[src/rtl/reg_file_pkg.sv]
// Shared types and helpers for the multi-port register file and its scoreboard.
package reg_file_pkg;

   localparam int M_DEF = 32;
   localparam int N_DEF = 8;

   function automatic int addr_w(input int m);
      return (m > 1) ? $clog2(m) : 1;
   endfunction

   // An address is usable when it is neither virtual register 0 nor beyond M.
   function automatic logic addr_ok(input int a, input int m);
      return (a != 0) && (a < m);
   endfunction

   typedef logic [addr_w(M_DEF)-1:0] reg_addr_t;
   typedef logic [N_DEF-1:0]         reg_data_t;

endpackage

[src/rtl/reg_file_scoreboard.sv]
// Pending-write scoreboard: one busy bit per register, set by reservations and
// cleared by committed writes, with a same-cycle reservation taking precedence.
module reg_scoreboard
   import reg_file_pkg::*;
#(
   parameter int M  = 32,
   parameter int NW = 2,
   localparam int AW = addr_w(M)
) (
   input  logic                   clk,
   input  logic                   rst,
   input  logic                   rsv_enable,
   input  logic [AW-1:0]          rsv_addr,
   input  logic [NW-1:0]          wr_commit,
   input  logic [NW-1:0][AW-1:0]  wr_addr,
   output logic [M-1:0]           busy_vec
);

   logic [M-1:0] busy_q;
   logic [M-1:0] busy_d;

   always_comb begin
      busy_d = busy_q;
      for (int i = 0; i < NW; i++) begin
         if (wr_commit[i]) busy_d[wr_addr[i]] = 1'b0;
      end
      // Applied after the clears so a new producer overrides a retiring one.
      if (rsv_enable && addr_ok(int'(rsv_addr), M)) busy_d[rsv_addr] = 1'b1;
      busy_d[0] = 1'b0;
   end

   always_ff @(posedge clk or posedge rst) begin
      if (rst) busy_q <= '0;
      else     busy_q <= busy_d;
   end

   assign busy_vec = busy_q;

endmodule

[src/rtl/reg_file_mp.sv]
// Multi-port register file for the pico-MIPS datapath: NR combinational read
// ports, NW prioritised write ports, optional write bypass and a busy scoreboard.
module reg_file_mp
   import reg_file_pkg::*;
#(
   parameter int M      = 32,
   parameter int N      = 8,
   parameter int NR     = 2,
   parameter int NW     = 2,
   parameter int BYPASS = 1,
   localparam int AW    = addr_w(M)
) (
   input  logic                  clk,
   input  logic                  rst,
   input  logic [NR-1:0][AW-1:0] rd_addr,
   output logic [NR-1:0][N-1:0]  rd_data,
   output logic [NR-1:0]         rd_busy,
   input  logic [NW-1:0]         w_enable,
   input  logic [NW-1:0][AW-1:0] w_addr,
   input  logic [NW-1:0][N-1:0]  Wdata,
   input  logic                  rsv_enable,
   input  logic [AW-1:0]         rsv_addr,
   output logic [M-1:0]          busy_vec,
   output logic                  w_conflict
);

   logic [NW-1:0]        w_commit;
   logic [M-1:0][N-1:0]  regs_flat;
   logic                 w_conflict_q;
   logic                 w_conflict_d;

   always_comb begin
      w_commit = '0;
      for (int i = 0; i < NW; i++) begin
         w_commit[i] = w_enable[i] && addr_ok(int'(w_addr[i]), M);
      end
   end

   assign regs_flat[0] = '0;

   generate
      for (genvar r = 1; r < M; r++) begin : g_reg
         logic [N-1:0] data_q;
         logic [N-1:0] data_d;
         logic         we_d;

         // Later ports overwrite earlier matches, so the highest index wins.
         always_comb begin
            we_d   = 1'b0;
            data_d = data_q;
            for (int i = 0; i < NW; i++) begin
               if (w_commit[i] && (w_addr[i] == AW'(r))) begin
                  we_d   = 1'b1;
                  data_d = Wdata[i];
               end
            end
         end

         always_ff @(posedge clk or posedge rst) begin
            if (rst)       data_q <= '0;
            else if (we_d) data_q <= data_d;
         end

         assign regs_flat[r] = data_q;
      end
   endgenerate

   always_comb begin
      w_conflict_d = 1'b0;
      for (int i = 0; i < NW; i++) begin
         for (int k = i + 1; k < NW; k++) begin
            if (w_commit[i] && w_commit[k] && (w_addr[i] == w_addr[k])) w_conflict_d = 1'b1;
         end
      end
   end

   always_ff @(posedge clk or posedge rst) begin
      if (rst) w_conflict_q <= 1'b0;
      else     w_conflict_q <= w_conflict_d;
   end

   assign w_conflict = w_conflict_q;

   generate
      for (genvar j = 0; j < NR; j++) begin : g_rd
         logic [N-1:0] data_w;
         logic         busy_w;

         always_comb begin
            data_w = '0;
            busy_w = 1'b0;
            if (!rst && addr_ok(int'(rd_addr[j]), M)) begin
               data_w = regs_flat[rd_addr[j]];
               busy_w = busy_vec[rd_addr[j]];
               if (BYPASS != 0) begin
                  for (int i = 0; i < NW; i++) begin
                     if (w_commit[i] && (w_addr[i] == rd_addr[j])) begin
                        data_w = Wdata[i];
                        busy_w = 1'b0;
                     end
                  end
               end
            end
         end

         assign rd_data[j] = data_w;
         assign rd_busy[j] = busy_w;
      end
   endgenerate

   reg_scoreboard #(
      .M  (M),
      .NW (NW)
   ) u_scoreboard (
      .clk        (clk),
      .rst        (rst),
      .rsv_enable (rsv_enable),
      .rsv_addr   (rsv_addr),
      .wr_commit  (w_commit),
      .wr_addr    (w_addr),
      .busy_vec   (busy_vec)
   );

endmodule

[config.mk]
export PLATFORM = sky130hd
export DESIGN_NAME = reg_file_mp
export DESIGN_NICKNAME = d
export VERILOG_FILES = /design/src/rtl/reg_file_pkg.sv /design/src/rtl/reg_file_scoreboard.sv /design/src/rtl/reg_file_mp.sv
export SDC_FILE = /design/constraint.sdc
export NUM_CORES = 1
export LEC_CHECK = 0
export CAP_MARGIN = 25
export CORE_ASPECT_RATIO = 2
export CORE_UTILIZATION = 45
export DETAILED_ROUTE_END_ITERATION = 10
export SLEW_MARGIN = 10
export SYNTH_ARGS = -nofsm -noshare
export SYNTH_HDL_FRONTEND = slang
export SYNTH_SLANG_ARGS = --single-unit
[constraint.sdc]
create_clock -name clk -period 22.8 [get_ports clk]
set_clock_uncertainty 0.1 [all_clocks]
set_input_delay 4.56 -clock clk [delete_from_list [all_inputs] [get_ports clk]]
set_output_delay 4.56 -clock clk [all_outputs]
set_load 0.02 [all_outputs]
Word level (Yosys, flattened, before mapping)
Index checks and enable logic that the tools add are counted.

word-level totals
  register bits after elaboration = 280
  input port bits = 46
  output and inout port bits = 51
  word-level logic and storage cells = 411

cells by class
  $lt $le $gt $ge = 8
  equal/unequal tests = 67
  mux-type cells = 154
  bitwise gates (word level) = 5
  reductions and logical operators = 144

operator list
  operator                                                                             count
  8-bit 2-to-1 mux                                                                     70
  5-bit equality test, second input constant                                           32
  32-bit 2-to-1 mux                                                                    3
  8-bit binary-select mux with 5-bit select                                            2
  5-bit by 4-bit equality test with 1-bit output, second input constant                16
  1-bit logical AND                                                                    76
  1-bit 2-to-1 mux                                                                     74
  32-bit bitwise AND                                                                   2
  32-bit inverter                                                                      2
  2-bit AND reduction                                                                  31
  2-bit nonzero test                                                                   31
  5-bit by 3-bit equality test with 1-bit output, second input constant                8
  32-bit OR                                                                            1
  5-bit by 6-bit less-than comparator with 1-bit output, second input constant         5
  5-bit equality test                                                                  5
  5-bit nonzero test                                                                   5
  5-bit by 2-bit equality test with 1-bit output, second input constant                4
  1-bit demux with 5-bit select                                                        3
  5-bit by 1-bit greater-or-equal comparator with 1-bit output, second input constant  3
  1-bit binary-select mux with 5-bit select                                            2
  5-bit by 1-bit equality test with 1-bit output, second input constant                2
  1-bit logical NOT                                                                    1

Longest topological paths before layout
Gate-level depths: netlist of the first run.

  depth after elaboration = 11
  mapped depth = 10
  depth with buffers taken out = 6

By module
Synthesis of the first run repeated with hierarchy kept, for this count alone.

second synthesis, totals
  cell total of the unflattened synthesis = 1920
  area, all modules = 19114.6 um^2

by module, submodules not included
  module          instances  cells each  area each (um^2)  seq. area each (um^2)
  reg_file_mp     1          1764        17428.0           6231.0
  reg_scoreboard  1          156         1686.6            775.7

Least setup slack after synthesis of the first run
No wires, ideal clock.

  kind = in2out
  from = input w_addr[5] (netlist name)
  to = output rd_data[13] (netlist name)
  arrival time = 6.415 ns
  data required time = 18.140 ns
  path slack = 11.725 ns
  cell stages on the path = 7
  path buffers = 2
  path through = buf_2 or4_1 o21ai_1 or4_1 clkbuf_1 nand2_1 o31ai_1

RTL lines
  item                RTL line           text
  start: declaration  reg_file_mp.sv:19  input logic [NW-1:0][AW-1:0] w_addr,
  end: declaration    reg_file_mp.sv:16  output logic [NR-1:0][N-1:0] rd_data,

==> results of run 1 <==
[layout make-up]
type                            count  area, um2  share of cell area [%]
Antenna cell                        1       2.50                  0.0121
Multi-Input combinational cell   1399      10600                    51.5
Clock buffer                       36        792                    3.83
Sequential cell                   280       7010                    33.9
Clock inverter                     14        163                   0.787
Inverter                           22       90.1                   0.436
Tap cell                          530        663                    3.21
Timing Repair Buffer              142       1310                    6.34
[how the worst max path moves through the flow]
| stage | from | slack [ps] | end |
|---|---|---|---|
| finish | rd_addr[5] | 9720 | rd_data[15] |
| global route | rd_addr[5] | 9620 | rd_data[15] |
| CTS | rd_addr[5] | 9970 | rd_data[9] |
| detailed placement | rd_addr[5] | 9970 | rd_data[9] |
| global placement | rd_addr[5] | 9950 | rd_data[14] |
| floorplan | rst | 10420 | g_reg[10].data_q[0] |
[flip-flops by register name, summed over array words and instances (netlist names)]
name	count
u_scoreboard.busy_vec	31
w_conflict	1
g.data_q	248
[kinds of logic (layout without fill, tap and decap cells)]
| group | count (synthesis) | count (layout) | synth area share, % |
|---|---|---|---|
| buf+inv | 216 | 214 | 5.02 |
| other cells | 1 | 2 | 0.0202 |
| xor+xnor | 25 | 25 | 1.18 |
| mux | 416 | 416 | 30.0 |
| compound gates | 420 | 420 | 13.3 |
| simple gates | 537 | 537 | 12.7 |
| flops | 280 | 280 | 37.8 |
[where the power goes]
group	internal, mW	leakage, nW	switching, mW
sequential	0.627	3.43	0.124
combinational	0.250	4.92	0.266
clock	0.279	0.460	0.217
[per-layer routing]
| layer | wire length [um] | up-vias | share of wire (%) | global-route usage (%) |
|---|---|---|---|---|
| met5 | 13 | - | 0.017 | 0 |
| met4 | 6370 | 2 | 8.5 | 26.4 |
| met3 | 5220 | 318 | 7.0 | 5.81 |
| met2 | 37600 | 876 | 50 | 62.5 |
| met1 | 25400 | 7921 | 34 | 38.6 |
| li1 | - | 6829 | - | - |
[cell usage in the layout, fill, tap and decap left out, drive strengths merged, types with 10 or more instances in the layout]
cell type / instances
a32o: 16
nand2: 217
nor2b: 13
mux2i: 277
buf: 53
mux4: 109
a21oi: 144
inv: 22
xnor2: 10
a22o: 12
o21ai: 158
clkbuf: 36
o22ai: 10
nand3: 23
clkdlybuf4s50: 89
nand2b: 16
nor3: 23
nor2: 192
a211oi: 13
mux2: 30
dfrtp: 280
a31oi: 14
and2: 13
xor2: 15
[metrics by stage]
| stage | std cells | worst slack, ps | util, % | power [mW] |
|---|---|---|---|---|
| final | 2424 | 9720 | 51.1 | 1.76 |
| after global routing | 2423 | 9620 | 51.1 | 1.83 |
| after CTS | 2421 | 9970 | 51.0 | 1.76 |
| after detailed placement | 2371 | 9970 | 48.7 | 1.26 |
| after global placement | 2367 | 9950 | 48.5 | 1.24 |
| after floorplan | 1895 | 10420 | - | 1.05 |
[critical path, cell delays in order]
cell,delay (ps)
buf_4,380
buf_4,750
nor2b_1,210
buf_4,290
a221oi_1,720
nor3_1,190
a21oi_1,230
o2111ai_1,130
a22o_1,300
clkdlybuf4s50_1,560
==> flow_summary.ini, run 1 <==
[run_status]
status = finished, final reports clean

[yosys]
synth-seq-cells = 280
synth.most_common_cell = dfrtp_1
yosysTopAreaCell = dfrtp_1
synthDistinctLibCells = 58
synthFlopType = dfrtp_1
synth_edf_count = 0
ys_seq_area_share_pct = 37.8
syn-num-nets = 1941
synth_area_leaders = dfrtp_1 (38%), mux2i_1 (15%), mux4_2 (13%)
postSynthCellCount = 1895
async_flop_share_pct = 100
avgSynthCellArea_um2 = 9.79
synth_common_cells = dfrtp_1 (280), mux2i_1 (277), nand2_1 (214)
synth_area_mm2 = 0.0185
synth_top_area_share_pct = 37.8
ys_warn_count = 0

[floorplan]
dieArea_mm2 = 0.0421
fp.dieH_um = 289
initial_core_util_pct = 45.8
rows = 104
die_w_um = 146
ios = 97
core_area_mm2 = 0.0405

[worst_setup_path]
required_ps = 18140
crit_path_max_fanout = 45
r2r_slack_ps = 21850
cp.arrival_ps = 8420
cp-start-kind = primary input
end_kind = output pin
critical_path_class = primary input to output pin
rr_startpoint = g_reg[11].data_q[4]
ff2ff_path_depth = 2
r2r-end = g_reg[11].data_q[4]

[clock_network]
hold_buffers = 0
numCtsBuffers = 28
clkLatencyLatePin_ps = 570
post-cts-setup-buffers = 0
cts_root_buf = clkbuf_16
cts_tree = done
clk_path_buf_depth = 3
numClockSinks = 280
h-tree-depth = 1
clk_pin_slew_ps = 70
ctsResizeCount = 0

[min_path]
whs_endpoint = g_reg[28].data_q[0]
min_from = g_reg[28].data_q[0]
holdCritPathClass = flip-flop to flip-flop
holdPathStages = 2

[layout]
fillers = 3688
final_nets = 1919
area_growth_pct = 11.5
final_layout_size_suffix_gt1_share_pct = 14.0
stdcell_area_mm2 = 0.0207

[power_and_ir_drop]
leakage_nw = 8.81
power_density_mw_per_mm2 = 85.2
irDropWorstVdd_uv = 57.8

[sta]
hold_viol = 0
slew_violations = 0
relSlewSlack_pct = 24.4
setup_viol = 0
worst_pin_slew_ps = 1130
fin_crit_ps = 13080
rsz0062_at_grt = false
hold_ws_ps = 489
post-route-period-util_pct = 57.4
fmax_mhz = 76.4
fin_setup_tns_ps = 0

[drt]
finalWirelength_um = 74700
drc = 0
wl_per_cell_um = 30.8
ant_nets = 0
vias = 15946
drt_iter0_drc = 1561
drt-vias-per-instance = 6.58
dr.pass1.iters = 5

[placed_design]
place_area_mm2 = 0.0197
routabilityCongestion = 1.00
port_buffers = 95
hpwl_um = 52200

[grt]
grt_pass1_vias = 15431
antenna_found_initial = 2
grt_pass1_wl_um = 108000
grt_use_total_pct = 35.5
grt-ovfl-total = 0
grt_max_degree = 79

[job]
max-cap-violations = 0
(Power assumes the default switching activity.)
==> run 2: changes to the inputs <==
- PLACE_DENSITY: unset -> 0.65
- clock period: 22.8 -> 10.6 ns (I/O delays scaled with it)
==> run 2 against run 1 <==
Against the previous run: total power is 120% higher; final cell count about the same; die area unchanged; first-iteration DRC count up 17%; highest routed layer is now met4; clock power increased by 130%.
==> flow_summary.ini, run 2 (synthesized netlist as in run 1, its figures left out) <==
[run_status]
status = finished, final reports clean

[sta]
worst_pin_slew_ps = 1080
setup_viol = 0
slew_violations = 0
fin_crit_ps = 8000
post-route-period-util_pct = 75.5
fin_setup_tns_ps = 0
hold_viol = 0
rsz0062_at_grt = false
fmax_mhz = 125
relSlewSlack_pct = 28.1

[clock_network]
cts_root_buf = clkbuf_16
h-tree-depth = 1
clk_pin_slew_ps = 70
clk_path_buf_depth = 3
numClockSinks = 280
post-cts-setup-buffers = 0
cts_tree = done
hold_buffers = 0
ctsResizeCount = 0
numCtsBuffers = 27
clkLatencyLatePin_ps = 580

[power_and_ir_drop]
leakage_nw = 8.88
power_density_mw_per_mm2 = 186
power_frac_comb_pct = 28.3
p_seq_share_pct = 41.9
intPower_mw = 2.57
irDropWorstVdd_uv = 130
p_switching_mw = 1.30
clkPwrFrac_pct = 29.8
p_sw_share_pct = 33.5

[min_path]
holdPathStages = 1
whs_endpoint = u_scoreboard.busy_vec[3]
min_from = u_scoreboard.busy_vec[3]
holdCritPathClass = flip-flop to flip-flop

[drt]
drc = 0
finalWirelength_um = 76800
wl_per_cell_um = 31.6
ant_nets = 0
drt_iter0_drc = 1822
drt-vias-per-instance = 6.61
dr.pass1.iters = 6
vias = 16045

[placed_design]
port_buffers = 95
routabilityCongestion = 1.00
hpwl_um = 54000
dpl.cell_count = 2376

[grt]
grt_pass1_wl_um = 112000
grt-ovfl-total = 0
antenna_found_initial = 1
grt_max_degree = 126
grt_pass1_vias = 16076
grt_use_total_pct = 37.1

[worst_setup_path]
cpMostUsedCell = buf_4
critical_path.cell_chain = buf_4, buf_4, nor2b_1, buf_4, a221oi_1, nor3_1, a21oi_1, o2111ai_1, a22o_1, clkdlybuf4s50_1
cp.buffers_inverters = 4
end_kind = output pin
startpoint = rd_addr[5]
r2r_slack_ps = 9650
rr_startpoint = g_reg[13].data_q[1]
required_ps = 8380
cp_top_family = buffers and inverters
cp.arrival_ps = 5780
cp-start-kind = primary input
r2r-end = g_reg[13].data_q[1]
critical_path_class = primary input to output pin
max_stage_delay_ps = 670
crit_slowest_cell = buf_4
crit_path_max_fanout = 35
ff2ff_path_depth = 2

[layout]
layout_commonest_cell = dfrtp_1
fillers = 3639
largest_reg_flops = 248
regMostFlops = g.data_q
antenna_cells = 0
final_nets = 1922
regArea_mm2 = 0.00701
area_growth_pct = 12.3
multiInputGateArea_mm2 = 0.0107
final_layout_size_suffix_gt1_share_pct = 14.3
final_cells = 2426
final_cell_mix = dfrtp_1 (280), mux2i_1 (277), nand2_1 (214)

[floorplan]
rows = 104
dieArea_mm2 = 0.0421
initial_core_util_pct = 45.8
fp.dieH_um = 289
ios = 97
core_area_mm2 = 0.0405
die_w_um = 146

[job]
max-cap-violations = 0
run 2: cell count changes in the layout (fill, tap and decap cells not counted), sizes merged:
cell | previous run | this run
clkinvlp | 4 | 2
diode | 1 | 0
buf | 53 | 57
clkinv | 7 | 6
clkbuf | 36 | 32
inv | 22 | 23
bufinv | 3 | 8
run 2: worst max-delay path by stage:
| stage | slack (ps) | depth (start not counted) | to |
|---|---|---|---|
| 2_1_floorplan | 660 | 1 | g_reg[10].data_q[0] |
| 3_3_place_gp | 2770 | 10 | rd_data[15] |
| 3_5_place_dp | 2760 | 10 | rd_data[15] |
| 4_1_cts | 2740 | 10 | rd_data[15] |
| 5_1_grt | 2520 | 10 | rd_data[15] |
| 6_report | 2600 | 10 | rd_data[15] |
run 2: area by class of cell:
class / count / share of cell area [%]
Inverter: 22 / 0.433
Tap cell: 530 / 3.18
Timing Repair Buffer: 146 / 6.61
Clock inverter: 17 / 1.41
Multi-Input combinational cell: 1399 / 51.2
Sequential cell: 280 / 33.7
Clock buffer: 32 / 3.53
run 2: power groups by stage:
stage          clock (mW)  sequential, mW  combinational (mW)
2_1_floorplan           0            1.54               0.721
3_3_place_gp            0            1.61                1.05
3_5_place_dp            0            1.63                1.08
4_1_cts              1.16            1.61                1.08
5_1_grt              1.20            1.65                1.17
6_report             1.15            1.62                1.10
run 2: layer usage:
metal,track usage (%),vias up,share of wire [%]
li1,-,6816,-
met1,41.4,7869,34
met2,62.8,1047,49
met3,5.26,313,7.5
met4,31.2,0,9.8
met5,0,-,0
run 2: metrics by stage:
step                      total power, mW  setup slack, ps  hold WS (ps)  util, %  area [um2]
after floorplan                      2.26              658           431        -       18500
after global placement               2.67             2770           444     48.6       19700
after detailed placement             2.71             2760           452     48.9       19800
after CTS                            3.85             2740           465     51.4       20800
after global routing                 4.01             2520           482     51.4       20800
final                                3.87             2600           468     51.4       20800
